**src/rtl/crc_stream_pkg.sv**
```systemverilog
// Shared types and helpers for the CRC stream datapath.
// Holds the packet FSM state encoding and a one-hot test.
package crc_stream_pkg;

  typedef enum logic [1:0] {
    IDLE  = 2'd0,
    ROUTE = 2'd1,
    DROP  = 2'd2
  } state_e;

  localparam int MAX_PORTS = 16;

  // True iff exactly one bit is set.
  // Selects narrower than MAX_PORTS are zero-extended by the caller.
  function automatic logic is_onehot(
    input logic [MAX_PORTS-1:0] v
  );
    return (v != '0) &&
      ((v & (v - MAX_PORTS'(1))) == '0);
  endfunction

endpackage

```
**src/rtl/lib_skid_buffer.sv**
```systemverilog
// Generic 2-entry skid buffer with registered in_ready.
// Ports: in_data/in_valid/in_ready, out_data/out_valid/out_ready, clk, rst.
module lib_skid_buffer #(
  parameter int W = 8
) (
  input  logic         clk,
  input  logic         rst,
  input  logic [W-1:0] in_data,
  input  logic         in_valid,
  output logic         in_ready,
  output logic [W-1:0] out_data,
  output logic         out_valid,
  input  logic         out_ready
);

  logic [W-1:0] e0;
  logic [W-1:0] e1;
  logic [1:0]   cnt;
  logic [1:0]   cnt_n;
  logic         push;
  logic         pop;

  assign out_valid = (cnt != 2'd0);
  assign out_data  = e0;
  assign push      = in_valid & in_ready;
  assign pop       = out_valid & out_ready;
  assign cnt_n     = cnt + {1'b0, push}
                   - {1'b0, pop};

  // in_ready is registered, so it is low whenever
  // cnt is 2; a push can never land on a full buffer.
  always_ff @(posedge clk) begin
    if (rst) begin
      cnt      <= 2'd0;
      in_ready <= 1'b1;
      e0       <= '0;
      e1       <= '0;
    end else begin
      cnt      <= cnt_n;
      in_ready <= (cnt_n != 2'd2);
      if (push && (cnt == 2'd0 ||
                   (cnt == 2'd1 && pop)))
        e0 <= in_data;
      else if (pop && cnt == 2'd2)
        e0 <= e1;
      if (push && cnt == 2'd1 && !pop)
        e1 <= in_data;
    end
  end

endmodule

```
**src/rtl/crc_lane_demux.sv**
```systemverilog
// Packet-level one-hot demux feeding the CRC lanes.
// Ports: s_* input stream + sel_i, m_* lane outputs, err_o drop pulse.
module crc_lane_demux
  import crc_stream_pkg::*;
#(
  parameter int PORTS = 4,
  parameter int WIDTH = 8
) (
  input  logic             clk,
  input  logic             rst,
  input  logic [WIDTH-1:0] s_data_i,
  input  logic             s_valid_i,
  input  logic             s_last_i,
  output logic             s_ready_o,
  input  logic [PORTS-1:0] sel_i,
  output logic [WIDTH-1:0] m_data_o,
  output logic             m_last_o,
  output logic [PORTS-1:0] m_valid_o,
  input  logic [PORTS-1:0] m_ready_i,
  output logic             err_o
);

  localparam int PW = WIDTH + 1 + PORTS;

  typedef struct packed {
    logic [WIDTH-1:0] data;
    logic             last;
    logic [PORTS-1:0] lane;
  } beat_t;

  state_e           state;
  logic [PORTS-1:0] lane_q;
  logic             accept;
  logic             legal;
  logic             enq;
  logic             head_valid;
  logic             head_ready;
  beat_t            in_beat;
  beat_t            head;

  assign accept = s_valid_i & s_ready_o;
  assign legal  = is_onehot(MAX_PORTS'(sel_i));

  // Only first beats with a legal select, or
  // beats of a routed packet, reach the buffer.
  assign enq = s_valid_i &
    ((state == IDLE && legal) ||
     (state == ROUTE));

  assign in_beat.data = s_data_i;
  assign in_beat.last = s_last_i;
  assign in_beat.lane = (state == IDLE)
                      ? sel_i : lane_q;

  // Only the tagged lane's ready can pop the head.
  assign head_ready = |(head.lane & m_ready_i);

  lib_skid_buffer #(
    .W (PW)
  ) u_skid (
    .clk       (clk),
    .rst       (rst),
    .in_data   (in_beat),
    .in_valid  (enq),
    .in_ready  (s_ready_o),
    .out_data  (head),
    .out_valid (head_valid),
    .out_ready (head_ready)
  );

  assign m_data_o  = head.data;
  assign m_last_o  = head.last;
  assign m_valid_o = head_valid ? head.lane : '0;

  always_ff @(posedge clk) begin
    if (rst) begin
      state  <= IDLE;
      lane_q <= '0;
      err_o  <= 1'b0;
    end else begin
      err_o <= 1'b0;
      if (accept) begin
        unique case (state)
          IDLE: begin
            if (legal) lane_q <= sel_i;
            else       err_o  <= 1'b1;
            if (!s_last_i)
              state <= legal ? ROUTE : DROP;
          end
          ROUTE, DROP: begin
            if (s_last_i) state <= IDLE;
          end
          default: state <= IDLE;
        endcase
      end
    end
  end

endmodule
```
**config.mk**
```make
export PLATFORM = sky130hd
export DESIGN_NAME = crc_lane_demux
export DESIGN_NICKNAME = d
export VERILOG_FILES = /design/src/rtl/crc_stream_pkg.sv /design/src/rtl/lib_skid_buffer.sv /design/src/rtl/crc_lane_demux.sv
export SDC_FILE = /design/constraint.sdc
export NUM_CORES = 1
export LEC_CHECK = 0
export ABC_AREA = 1
export CAP_MARGIN = 5
export CORE_MARGIN = 2
export CORE_UTILIZATION = 49
export CTS_BUF_LIST = sky130_fd_sc_hd__clkbuf_4
export CTS_CLUSTER_DIAMETER = 150
export DETAILED_ROUTE_END_ITERATION = 7
export PLACE_DENSITY = 0.79
export SLEW_MARGIN = 10
export SYNTH_ARGS = -nofsm -noshare
export SYNTH_HDL_FRONTEND = slang
export SYNTH_SLANG_ARGS = --single-unit
```
**constraint.sdc**
```tcl
create_clock -name clk -period 2.2 [get_ports clk]
set_clock_uncertainty 0.2 [all_clocks]
set_input_delay 0.44 -clock clk [delete_from_list [all_inputs] [get_ports clk]]
set_output_delay 0.44 -clock clk [all_outputs]
set_load 0.02 [all_outputs]
```
==> results of run 1 <==
==> layer usage <==
layer  vias up  share of wire (%)  routed length [um]  track usage, %
met4         0               0.60                  25            5.61
met1       815                 46                1890            26.7
met5         -                  0                   0               0
met3         2                6.7                 280            5.45
met2        58                 47                1960            32.7
li1        946                  -                   -               -
==> flip-flops by register name (all words and copies together), names as in the netlist <==
register	count
u_skid.out_data	13
state	2
err_o	1
u_skid.in_ready	1
u_skid.e1	13
lane_q	4
u_skid.cnt	2
==> worst min path at each step <==
stage             startpoint            end  slack (ns)  cells past startpoint
2_1_floorplan  u_skid.e1[10]  u_skid.e1[10]        0.24                      2
3_3_place_gp   u_skid.e1[12]  u_skid.e1[12]        0.25                      2
3_5_place_dp       lane_q[0]      lane_q[0]        0.25                      2
4_1_cts            lane_q[0]      lane_q[0]        0.27                      2
5_1_grt         u_skid.e1[4]   u_skid.e1[4]        0.29                      2
6_report           lane_q[0]      lane_q[0]        0.27                      2
==> worst min-delay path, delay by kind of cell (launching register included) <==
family	cells	cell delay, ns
and+or+nand+nor	1	0.06
AOI/OAI and AO/OA	1	0.05
DFF	1	0.32
==> layout by cell type, fill, tap and decap left out, drive strengths merged <==
cell / Yosys / layout
buf: 17 / 23
nand2: 65 / 65
clkinv: 0 / 1
dlymetal6s2s: 0 / 4
o21ai: 4 / 4
a21oi: 34 / 34
clkbuf: 5 / 5
clkinvlp: 0 / 1
dfxtp: 36 / 36
clkdlybuf4s50: 0 / 30
xnor2: 1 / 1
ha: 4 / 4
nor3: 3 / 3
bufinv: 0 / 1
nor4: 1 / 1
o211ai: 1 / 1
inv: 26 / 26
nor2: 12 / 12
o21bai: 1 / 1
nand3: 51 / 51
or2: 4 / 4
nand3b: 2 / 2
==> power by group <==
group,total [W],switching (W),internal (W)
clock,0.000466,0.000230,0.000237
combinational,0.000777,0.000450,0.000327
sequential,0.000772,0.0000488,0.000724
==> metrics by stage <==
step	instance area, um^2	hold WS (ns)
2_1_floorplan	1890	0.241
3_3_place_gp	2350	0.247
3_5_place_dp	2350	0.253
4_1_cts	2440	0.269
5_1_grt	2470	0.286
6_report	2470	0.268
==> layout make-up <==
cell class | instances | area, um^2 | share of cell area [%]
multi-input cells | 183 | 958 | 38.8
flip-flops and latches | 36 | 722 | 29.2
repair buffers | 57 | 548 | 22.2
inverters | 26 | 100 | 4.05
well taps | 48 | 60.1 | 2.43
clock inverters | 3 | 42.5 | 1.72
clock buffers | 5 | 37.5 | 1.52
==> cells by family (layout without fill, tap and decap cells) <==
family / after synthesis / count (layout) / synth area share [%]
adders and majority gates: 4 / 4 / 2.65
buffers and inverters: 48 / 91 / 12.3
and+or+nand+nor: 138 / 138 / 35.4
xor gates and xnor gates: 1 / 1 / 0.464
AOI/OAI and AO/OA: 40 / 40 / 11.1
DFF: 36 / 36 / 38.2
==> what timing repair did <==
item,in CTS,in global routing
resized for setup,2,9
hold endpoints to repair,0,0
pin swaps,0,3
hold buffers,0,0
endpoints found under the setup margin,4,5
==> summary.md, run 1 <==
| Metric | Value |
|---|---|
| Die Span Y | 66.1 um |
| Post-route ant nets | 0 |
| Die width | 66.1 um |
| Register bit total from synthesis | 36 |
| Static leakage | 1.09 nW |
| Starting DRC count in detailed routing | 58 |
| I/O pin cnt | 35 |
| Kind of critical path | in -> reg |
| Cell Rows | 22 |
| PortBufs | 34 |
| Dominant cell type by area after synthesis | dfxtp_1 |
| Final #Nets | 333 |
| Share of synthesized flip-flops with an asynchronous set or reset | 0% |
| Maximum VDD drop | 0.381 mV |
| RSZ-0062 raised after global routing | no |
| Largest net degree at the start of global routing | 21 |
| Post-synth EDFFs | 0 |
| WL final | 4160 um |
| Final Hold Viols | 0 |
| Worst-case clock buffer depth | 2 |
| Reg-to-reg slack, setup | 0.23 ns |
| First drt pass iteration count | 4 |
| Netlist cell types | 25 |
| Initial antenna violation count | 0 |
| Pre-CTS WS | -0.272 ns |
| Routed len/inst | 11.6 um |
| Cells after Synth | 267 |
| Minimum clock period | 2.07 ns |
| Synth Cell Area | 0.00189 mm^2 |
| Pwr/cell area | 817 mW/mm^2 |
| GR Overflow Total | 0 |
| Dpl hpwl | 2960 um |
| Area Overhead vs Synth | 30.7% |
| Synthesized area per cell | 7.07 um^2 |
| Total CTS buffers | 5 |
| Placed Instances | 350 |
| Yosys warnings | 0 |
| WP depth | 12 |
| CP Data Arrival Time | 2.12 ns |
| Worst Tran Pin Value | 0.431 ns |
| H-tree levels | 2 |
| Worst-path clk slew | 0.11 ns |
| Worst reg2reg endpoint | u_skid.in_ready |
| Most frequent cell after synthesis | nand2_1 |
| CP delay by family, top | adder cells |
| Sequential share of the synthesized area | 38.2% |
| Area share of the largest cell type after synthesis | 38.2% |
| Max FO, Critical Path | 2 |
| Largest stage delay, worst path | 0.40 ns |
| Share of cells above drive strength 1 | 15.2% |
| Final Cycle Share | 94.2% |
| Setup ws final | 0.128 ns |
| WP buf/inv | 2 |
| Via/cell ratio | 5.09 |
| Power, Total | 0.00202 W |
| CP cell instances | clkdlybuf4s50_1, nand2_1, nand2_2, nor2_4, nor2_1, ha_1, inv_1, ha_1, xnor2_2, o21bai_1, a21oi_1, nand2_1 |
| Worst R2R Start | state[0] |
| Setup TNS | 0 ns |
| Top cells by count, synth | 62 x nand2_1, 50 x nand3_1, 36 x dfxtp_1 |
| Fmax | 483 MHz |
| CTS root buffer | clkbuf_4 |
| Placer Congestion | 0.819 |
| Crit path required time | 2.24 ns |
| Via count | 1821 |
| Max-cap violations | 0 |
| CP max-delay cell | clkdlybuf4s50_1 |
| Effective utilization at floorplan | 51.2% |
| Synth Net Count | 291 |
| Clk Latency, worst-skew pair | 0.34 ns |
| Post-CTS setup buffers | 0 |
| CP Launch Type | input port |
| Hold/Removal Path Class | reg -> reg |
| FILL cells | 324 |
| Number of diodes | 0 |
| CTS tree | yes |
| Critical Path End Type | register |
| Core Box Area | 0.00369 mm^2 |
| Residual DRC count | 0 |
| Clock sink total | 36 |
| Slew Viols, Final | 0 |
| Finished Layout Cells | 358 |
| Critical Path Source | m_ready_i[3] |
| Vias in the first global route | 1550 |
| Register-to-Register Path Depth | 11 |
| Final core utilization | 66.9% |
| Top post-synthesis cells by area | dfxtp_1 38%, nand3_1 13%, nand2_1 12% |
| Relative slew slack | 71.2% |
| Setup-failing EPs final | 0 |
| Full die area | 0.00437 mm^2 |
| Worst Setup EP | u_skid.in_ready |
| Outcome | complete, no violations |
| All-layer global routing usage | 20.3% |
| Post-synth top flop | dfxtp_1 |
| First-pass GRT wire length | 6860 um |
No activity file was read; power rests on OpenSTA's default activity.
==> inputs of run 2 (changes only) <==
--- a/config.mk
+++ b/config.mk
@@ -12,6 +12,7 @@
 export CTS_BUF_LIST = sky130_fd_sc_hd__clkbuf_4
 export CTS_CLUSTER_DIAMETER = 150
 export DETAILED_ROUTE_END_ITERATION = 7
+export GPL_ROUTABILITY_DRIVEN = 1
 export PLACE_DENSITY = 0.79
 export SLEW_MARGIN = 10
 export SYNTH_ARGS = -nofsm -noshare
==> results of run 2 <==
Final layout, timing and power as in run 1 (identical DEF).
